===== config.mk =====
export PLATFORM = sky130hd
export DESIGN_NAME = load_store_unit
export DESIGN_NICKNAME = d
export VERILOG_FILES = /design/src/rtl/load_store_unit.sv
export SDC_FILE = /design/constraint.sdc
export NUM_CORES = 1
export LEC_CHECK = 0
export ABC_AREA = 0
export ABC_CLOCK_PERIOD_IN_PS = 2150
export BUFFER_PORTS_ARGS = -buffer_cell sky130_fd_sc_hd__buf_2
export CAP_MARGIN = 15
export CORE_MARGIN = 2
export CORE_UTILIZATION = 49
export DETAILED_ROUTE_END_ITERATION = 16
export PLACE_DENSITY = 0.78
export SLEW_MARGIN = 40
export SYNTH_ARGS = -nofsm -noshare
export SYNTH_HDL_FRONTEND = slang
export SYNTH_SLANG_ARGS = --single-unit

===== constraint.sdc =====
create_clock -name clk -period 2.15 [get_ports clk]
set_input_delay 0.1075 -clock clk [delete_from_list [all_inputs] [get_ports clk]]
set_output_delay 0.1075 -clock clk [all_outputs]
set_load 0.1 [all_outputs]

===== src/rtl/load_store_unit.sv =====
// Load/store unit: turns single core load/store requests into a
// request/grant/read-valid bus transaction. It checks alignment and funct3
// legality, formats store byte lanes, extends load data and aborts stalled
// bus transactions with an error after TIMEOUT cycles.
module load_store_unit #(
    parameter int unsigned TIMEOUT = 255
) (
    input  logic        clk,
    input  logic        reset,
    // core side
    input  logic        req_valid,
    input  logic        req_we,
    input  logic [2:0]  req_funct3,
    input  logic [31:0] req_addr,
    input  logic [31:0] req_wdata,
    output logic        req_ready,
    output logic        rsp_valid,
    output logic [31:0] rsp_rdata,
    output logic        rsp_err,
    output logic        stall,
    // bus side
    output logic        mem_req,
    output logic        mem_we,
    output logic [31:0] mem_addr,
    output logic [3:0]  mem_be,
    output logic [31:0] mem_wdata,
    input  logic        mem_gnt,
    input  logic        mem_rvalid,
    input  logic [31:0] mem_rdata
);

    // Last counter value before the transaction is abandoned.
    localparam logic [9:0] TO_LAST = 10'(TIMEOUT - 1);

    typedef enum logic [1:0] {StIdle, StReq, StWait, StResp} state_t;

    state_t      state;
    logic [9:0]  cnt;
    logic [2:0]  funct3_q;
    logic [1:0]  off_q;
    logic        we_q;

    logic        legal;
    logic [3:0]  be_n;
    logic [31:0] wdata_n;
    logic [31:0] shifted;
    logic [31:0] load_data;

    // The core is frozen until the completion pulse arrives.
    assign stall = req_valid & ~rsp_valid;

    // Legality check and store lane formatting for the incoming request.
    always_comb begin
        legal   = 1'b0;
        be_n    = 4'b0000;
        wdata_n = 32'h0;
        case (req_funct3)
            3'b000: begin
                legal   = 1'b1;
                be_n    = 4'b0001 << req_addr[1:0];
                wdata_n = {4{req_wdata[7:0]}};
            end
            3'b001: begin
                legal   = ~req_addr[0];
                be_n    = 4'b0011 << req_addr[1:0];
                wdata_n = {2{req_wdata[15:0]}};
            end
            3'b010: begin
                legal   = (req_addr[1:0] == 2'b00);
                be_n    = 4'b1111;
                wdata_n = req_wdata;
            end
            // Unsigned loads only; the halfword form still needs alignment.
            3'b100, 3'b101: legal = ~req_we & ~(req_funct3[0] & req_addr[0]);
            default: legal = 1'b0;
        endcase
        if (!req_we) begin
            be_n    = 4'b0000;
            wdata_n = 32'h0;
        end
    end

    // Align the addressed byte/half to bit 0 and sign/zero extend it.
    always_comb begin
        shifted   = mem_rdata >> {off_q, 3'b000};
        load_data = shifted;
        case (funct3_q)
            3'b000:  load_data = {{24{shifted[7]}}, shifted[7:0]};
            3'b001:  load_data = {{16{shifted[15]}}, shifted[15:0]};
            3'b100:  load_data = {24'h0, shifted[7:0]};
            3'b101:  load_data = {16'h0, shifted[15:0]};
            default: load_data = shifted;
        endcase
    end

    // Transaction FSM with all outputs registered.
    always_ff @(posedge clk) begin
        if (reset) begin
            state     <= StIdle;
            cnt       <= 10'd0;
            funct3_q  <= 3'b000;
            off_q     <= 2'b00;
            we_q      <= 1'b0;
            req_ready <= 1'b1;
            rsp_valid <= 1'b0;
            rsp_rdata <= 32'h0;
            rsp_err   <= 1'b0;
            mem_req   <= 1'b0;
            mem_we    <= 1'b0;
            mem_addr  <= 32'h0;
            mem_be    <= 4'b0000;
            mem_wdata <= 32'h0;
        end else begin
            rsp_valid <= 1'b0;
            case (state)
                StIdle: begin
                    if (req_valid) begin
                        we_q      <= req_we;
                        funct3_q  <= req_funct3;
                        off_q     <= req_addr[1:0];
                        mem_addr  <= {req_addr[31:2], 2'b00};
                        mem_be    <= be_n;
                        mem_wdata <= wdata_n;
                        req_ready <= 1'b0;
                        if (legal) begin
                            state   <= StReq;
                            cnt     <= 10'd0;
                            mem_req <= 1'b1;
                            mem_we  <= req_we;
                        end else begin
                            // Rejected requests never touch the bus.
                            state     <= StResp;
                            rsp_valid <= 1'b1;
                            rsp_err   <= 1'b1;
                            rsp_rdata <= 32'h0;
                        end
                    end
                end
                StReq: begin
                    // A grant in the final counted cycle still wins over the abort.
                    if (mem_gnt) begin
                        mem_req <= 1'b0;
                        mem_we  <= 1'b0;
                        if (we_q) begin
                            state     <= StResp;
                            rsp_valid <= 1'b1;
                            rsp_err   <= 1'b0;
                            rsp_rdata <= 32'h0;
                        end else begin
                            state <= StWait;
                            cnt   <= cnt + 10'd1;
                        end
                    end else if (cnt == TO_LAST) begin
                        mem_req   <= 1'b0;
                        mem_we    <= 1'b0;
                        state     <= StResp;
                        rsp_valid <= 1'b1;
                        rsp_err   <= 1'b1;
                        rsp_rdata <= 32'h0;
                    end else begin
                        cnt <= cnt + 10'd1;
                    end
                end
                StWait: begin
                    if (mem_rvalid) begin
                        state     <= StResp;
                        rsp_valid <= 1'b1;
                        rsp_err   <= 1'b0;
                        rsp_rdata <= load_data;
                    end else if (cnt == TO_LAST) begin
                        state     <= StResp;
                        rsp_valid <= 1'b1;
                        rsp_err   <= 1'b1;
                        rsp_rdata <= 32'h0;
                    end else begin
                        cnt <= cnt + 10'd1;
                    end
                end
                StResp: begin
                    state     <= StIdle;
                    req_ready <= 1'b1;
                end
                default: begin
                    state     <= StIdle;
                    req_ready <= 1'b1;
                end
            endcase
        end
    end

endmodule

==> Word-level counts from Yosys, hierarchy flattened <==
Cells that the tools add are included.
{ "totals": {"regBits": 121, "output_inout_bits": 106} }
{ "classes": {"reduce_logical": 13, "bitwise_logic": 7, "muxes": 51, "add_sub_neg": 1, "n_shift": 3, "n_eq_ne": 18} }
{ "ops": {"columns": ["operator", "count"], "rows": [
  ["two-way mux 32 bit", 7],
  ["one-hot mux 32 bit (3 select lines)", 2],
  ["one-hot mux 32 bit (4 select lines)", 1],
  ["two-way mux 10 bit", 6],
  [">> shifter 32 x 5 -> 32 bit", 1],
  ["one-hot mux 10 bit (3 select lines)", 1],
  ["two-way mux 1 bit", 20],
  ["equality test 3 bit (second input constant)", 4],
  ["one-hot mux 4 bit (3 select lines)", 1],
  ["adder 10 x 1 -> 10 bit (second input constant)", 1],
  ["equality test 10 x 8 -> 1 bit (second input constant)", 1],
  ["two-way mux 2 bit", 5],
  ["inequality test 3 bit (second input constant)", 3],
  ["inequality test 2 bit (second input constant)", 4],
  ["one-hot mux 2 bit (4 select lines)", 1],
  ["AND reduction 4 bit", 2],
  ["equality test 3 x 1 -> 1 bit (second input constant)", 2],
  ["logical NOT 3 bit", 2],
  ["one-hot mux 1 bit (2 select lines)", 3],
  ["one-hot mux 1 bit (3 select lines)", 2],
  ["AND reduction 5 bit", 1],
  ["equality test 2 bit (second input constant)", 2],
  ["logical NOT 2 bit", 2],
  ["two-way mux 4 bit", 1],
  ["11 further kinds", 18]
]} }

==> Depth between registers and ports, before layout <==
{ "depth": {"ltp_word": 7, "depth_mapped": 9} }

==> Worst setup path after synthesis <==
OpenSTA, ideal clock, no wires.
{ "synth_path": {"path_type": "reg-to-output", "start": "reg rsp_valid", "end": "out stall", "arrival_ps": 2043, "path_buffers": 0, "stages_incl_launch_ff": 2, "setup_slack_ps": -1, "path_cell_list": "dfxtp_1 -> nor2_1"} }
{ "synth_via": {"elab_chain_len": 2} }
{ "synth_rtl": {"columns": ["item", "line_no", "rtl"], "rows": [
  ["start: declaration", "17", "output logic rsp_valid,"],
  ["start signal: assignment", "105", "rsp_valid <= 1'b0;"],
  ["start signal: assignment", "114", "rsp_valid <= 1'b0;"],
  ["start signal: assignment", "133", "rsp_valid <= 1'b1;"],
  ["NOT 1 bit", "50", "assign stall = req_valid & ~rsp_valid;"],
  ["AND 1 bit", "50", null],
  ["end: declaration", "20", "output logic stall,"]
]} }
Every way passes these cells.

==> Final worst setup path <==
{ "layout_path": {"start": "reg cnt[0]", "end": "reg rsp_rdata[4]"} }
{ "layout_via": {"elab_chain_len": 4, "word_cells_on_any_way": 5, "classes_between": "eq/ne (1); mux (4)"} }
{ "layout_rtl": {"columns": ["item", "line_no", "rtl"], "rows": [
  ["start: declaration", "38", "logic [9:0] cnt;"],
  ["start signal: assignment", "151", "cnt <= cnt + 10'd1;"],
  ["start signal: assignment", "161", "cnt <= cnt + 10'd1;"],
  ["start signal: assignment", "176", "cnt <= cnt + 10'd1;"],
  ["equality test 10 x 8 -> 1 bit (*)", "153, 170", null],
  ["two-way mux 32 bit (*)", null, null],
  ["two-way mux 32 bit (on tied branches)", null, null],
  ["one-hot mux 32 bit (3 select lines) (*)", null, null],
  ["end signal: assignment", "169", "rsp_rdata <= load_data;"],
  ["end: declaration", "18", "output logic [31:0] rsp_rdata,"]
]} }
Every way passes the cells marked *; elsewhere a longest branch is shown, timed or not.
A chain may end at the register's enable or synchronous reset.

==> flow_summary.json <==
{
  "place_worst_setup_slack_ns": 0.0536,
  "crit_type": "reg2reg",
  "met3_usage_pct": 8.76,
  "required_ns": 2.56,
  "syn_to_final_growth_pct": 45.1,
  "clk_pin_slew_ns": 0.06,
  "crit_fanout": 32,
  "maxCapViolations": 0,
  "cp-end-kind": "flop",
  "setup_viol": 0,
  "cts_sinks": 121,
  "status": "completed",
  "avgSynthCellArea_um2": 8.52,
  "rows": 38,
  "final_common_cell": "buf_2",
  "yosys_most_used_dff": "dfxtp_1",
  "core_um2": 10900,
  "globalRouteTotalUtil_pct": 30.8,
  "clock_latency_ns": 0.52,
  "globalRouteOverflowTotal": 0,
  "drc": 0,
  "fin_tns_setup_ns": 0,
  "root_buffer": "clkbuf_8",
  "cts_tree": "yes",
  "slew_viol_final": 0,
  "detailed_place_hpwl_um": 12100,
  "die_area_um2": 12100,
  "gr-usage-met2_pct": 53.6,
  "layout-drive-gt1-share_pct": 30.6,
  "p_leak_uw": 0.00356,
  "synthCells": 647,
  "fin_nets": 1033,
  "synth_compound_area_share_pct": 26.8,
  "die_y_um": 110,
  "syn_area_um2": 5510,
  "io_buffers": 208,
  "antenna_found_initial": 1,
  "use_met1_pct": 35.7,
  "wl_um": 18900,
  "synth_mux_area_share_pct": 6.81,
  "routed_via_density": 5.79,
  "period_needed_ns": 1.98,
  "synthSimpleGateAreaFrac_pct": 16.3,
  "synth_top_area_share_pct": 44.0,
  "grt_pass1_wl_um": 29100,
  "skew_ns": 0.00935,
  "layout_setup_ws_ns": 0.174,
  "min_path_type": "in2reg",
  "firstDrtPassIters": 6,
  "antennaDiodeCount": 0,
  "tightest_slew_ns": 0.662,
  "die_w_um": 110,
  "startpoint_type": "flop",
  "io_pins": 211,
  "yosys-top-cells-area": "dfxtp_1 44%, a21oi_1 8.1%, nand2_1 6.6%, mux2i_1 4.4%, nor2_1 3.9%",
  "finalHoldViolations": 0,
  "ys.warnings.count": 0,
  "synth-edff-count": 0,
  "yosys.area_share.xor_xnor_pct": 0,
  "grt_max_degree": 59,
  "wl_per_cell_um": 17.6,
  "ant_nets": 0,
  "postCtsSetupRepairBufs": 0,
  "cp.arrival_ns": 2.38,
  "synth_top_family_by_area": "compound AO/OA/AOI/OAI gates",
  "numCtsBuffers": 17,
  "first_global_vias": 5977,
  "vias": 6220,
  "layout_common_cells": "208 x buf_2, 121 x dfxtp_1, 96 x nand2_1",
  "ys_ff_latch": 121,
  "powerDensity_nw_per_um2": 1040,
  "fin_crit_sh_pct": 91.9,
  "holdWs_ns": 0.0220,
  "rsz0062_at_grt": "false",
  "fmax_mhz": 506,
  "initial_core_util_pct": 50.6,
  "ctsLongestPathBuffers": 2,
  "routabilityCongestion": 0.898,
  "async_flop_share_pct": 0,
  "power_uw": 8340,
  "vdd_drop_max_uv": 702,
  "synth_adder_area_share_pct": 1.36,
  "synth-seq-area-share_pct": 44.0,
  "htree_num_levels": 4,
  "yosysTopAreaCell": "dfxtp_1",
  "utilization_pct": 73.4,
  "drtIter0Drc": 655,
  "relSlewSlack_pct": 55.8,
  "grt-busiest-layer": "met2",
  "synth_cell_types": 58
}
[synth_stat cells (10+ instances only)]
master / count
a21oi_1: 89
a22o_1: 16
a22oi_1: 16
clkbuf_1: 30
dfxtp_1: 121
inv_1: 12
mux2_2: 10
mux2i_1: 24
nand2_1: 97
nor2_1: 57
o21ai_0: 27
o21ai_1: 11
o2bb2ai_1: 12
[flip-flops by register name (all words and copies together) (netlist names)]
name and count:
cnt 10, funct3_q 3, mem_addr 30, mem_be 4, mem_req 1, mem_wdata 32, mem_we 1, off_q 2
req_ready 1, rsp_err 1, rsp_rdata 32, rsp_valid 1, state 2, we_q 1
[cells by family after synthesis]
kind of cell,Yosys count
fa+ha+maj,6
simple gates,200
flops,121
compound gates,225
mux,35
other cells,1
buf+inv,59
[critical path, stage by stage (launching register included)]
cell and delay (ns):
dfxtp_1 0.33, inv_1 0.11, ha_1 0.14, or3b_1 0.39, nor3_2 0.22, nand3b_1 0.16
a21oi_2 0.08, buf_12 0.18, a22o_1 0.24
[repair_timing]
action                                 4_1_cts  5_1_grt
endpoints found under the hold margin       83        0
hold buffers                                75        0
setup endpoints to repair                    0       10
gates resized for setup                      0        3
[cell type report]
cell class	instances	area, µm²
timing repair buffer	302	1960
fill	775	2890
sequential	121	2420
multi-input combinational	468	2860
clock buffer	20	435
clock inverter	12	101
inverter	12	45.0
tap	140	175
[path summary, 6_finish.rpt]
| path | depth (start not counted) | endpoint | slack (ns) | startpoint |
|---|---|---|---|---|
| min | 4 | rsp_rdata[9] | 0.02 | mem_rdata[9] |
| max reg2reg | 8 | rsp_rdata[4] | 0.17 | cnt[0] |
| min reg2reg | 2 | mem_addr[19] | 0.45 | mem_addr[19] |
| max | 8 | rsp_rdata[4] | 0.17 | cnt[0] |
[routing by layer]
metal	part of all wire, %	wire (µm)
met1	38	7250
met2	50	9350
met3	9.7	1840
met4	2.2	411
met5	0.069	13
[power by group]
part	leakage, µW	switching [µW]	internal, µW
Sequential	0.000982	146	2440
Combinational	0.00232	2370	824
Clock	0.000265	1010	1550
[metrics by stage]
stage          cell area, µm²  cells
6_report                 8000   1075
5_1_grt                  8000   1075
3_5_place_dp             6700    968
4_1_cts                  7990   1075
2_1_floorplan            5520    648
3_3_place_gp             6700    968
(Power assumes the default switching activity.)
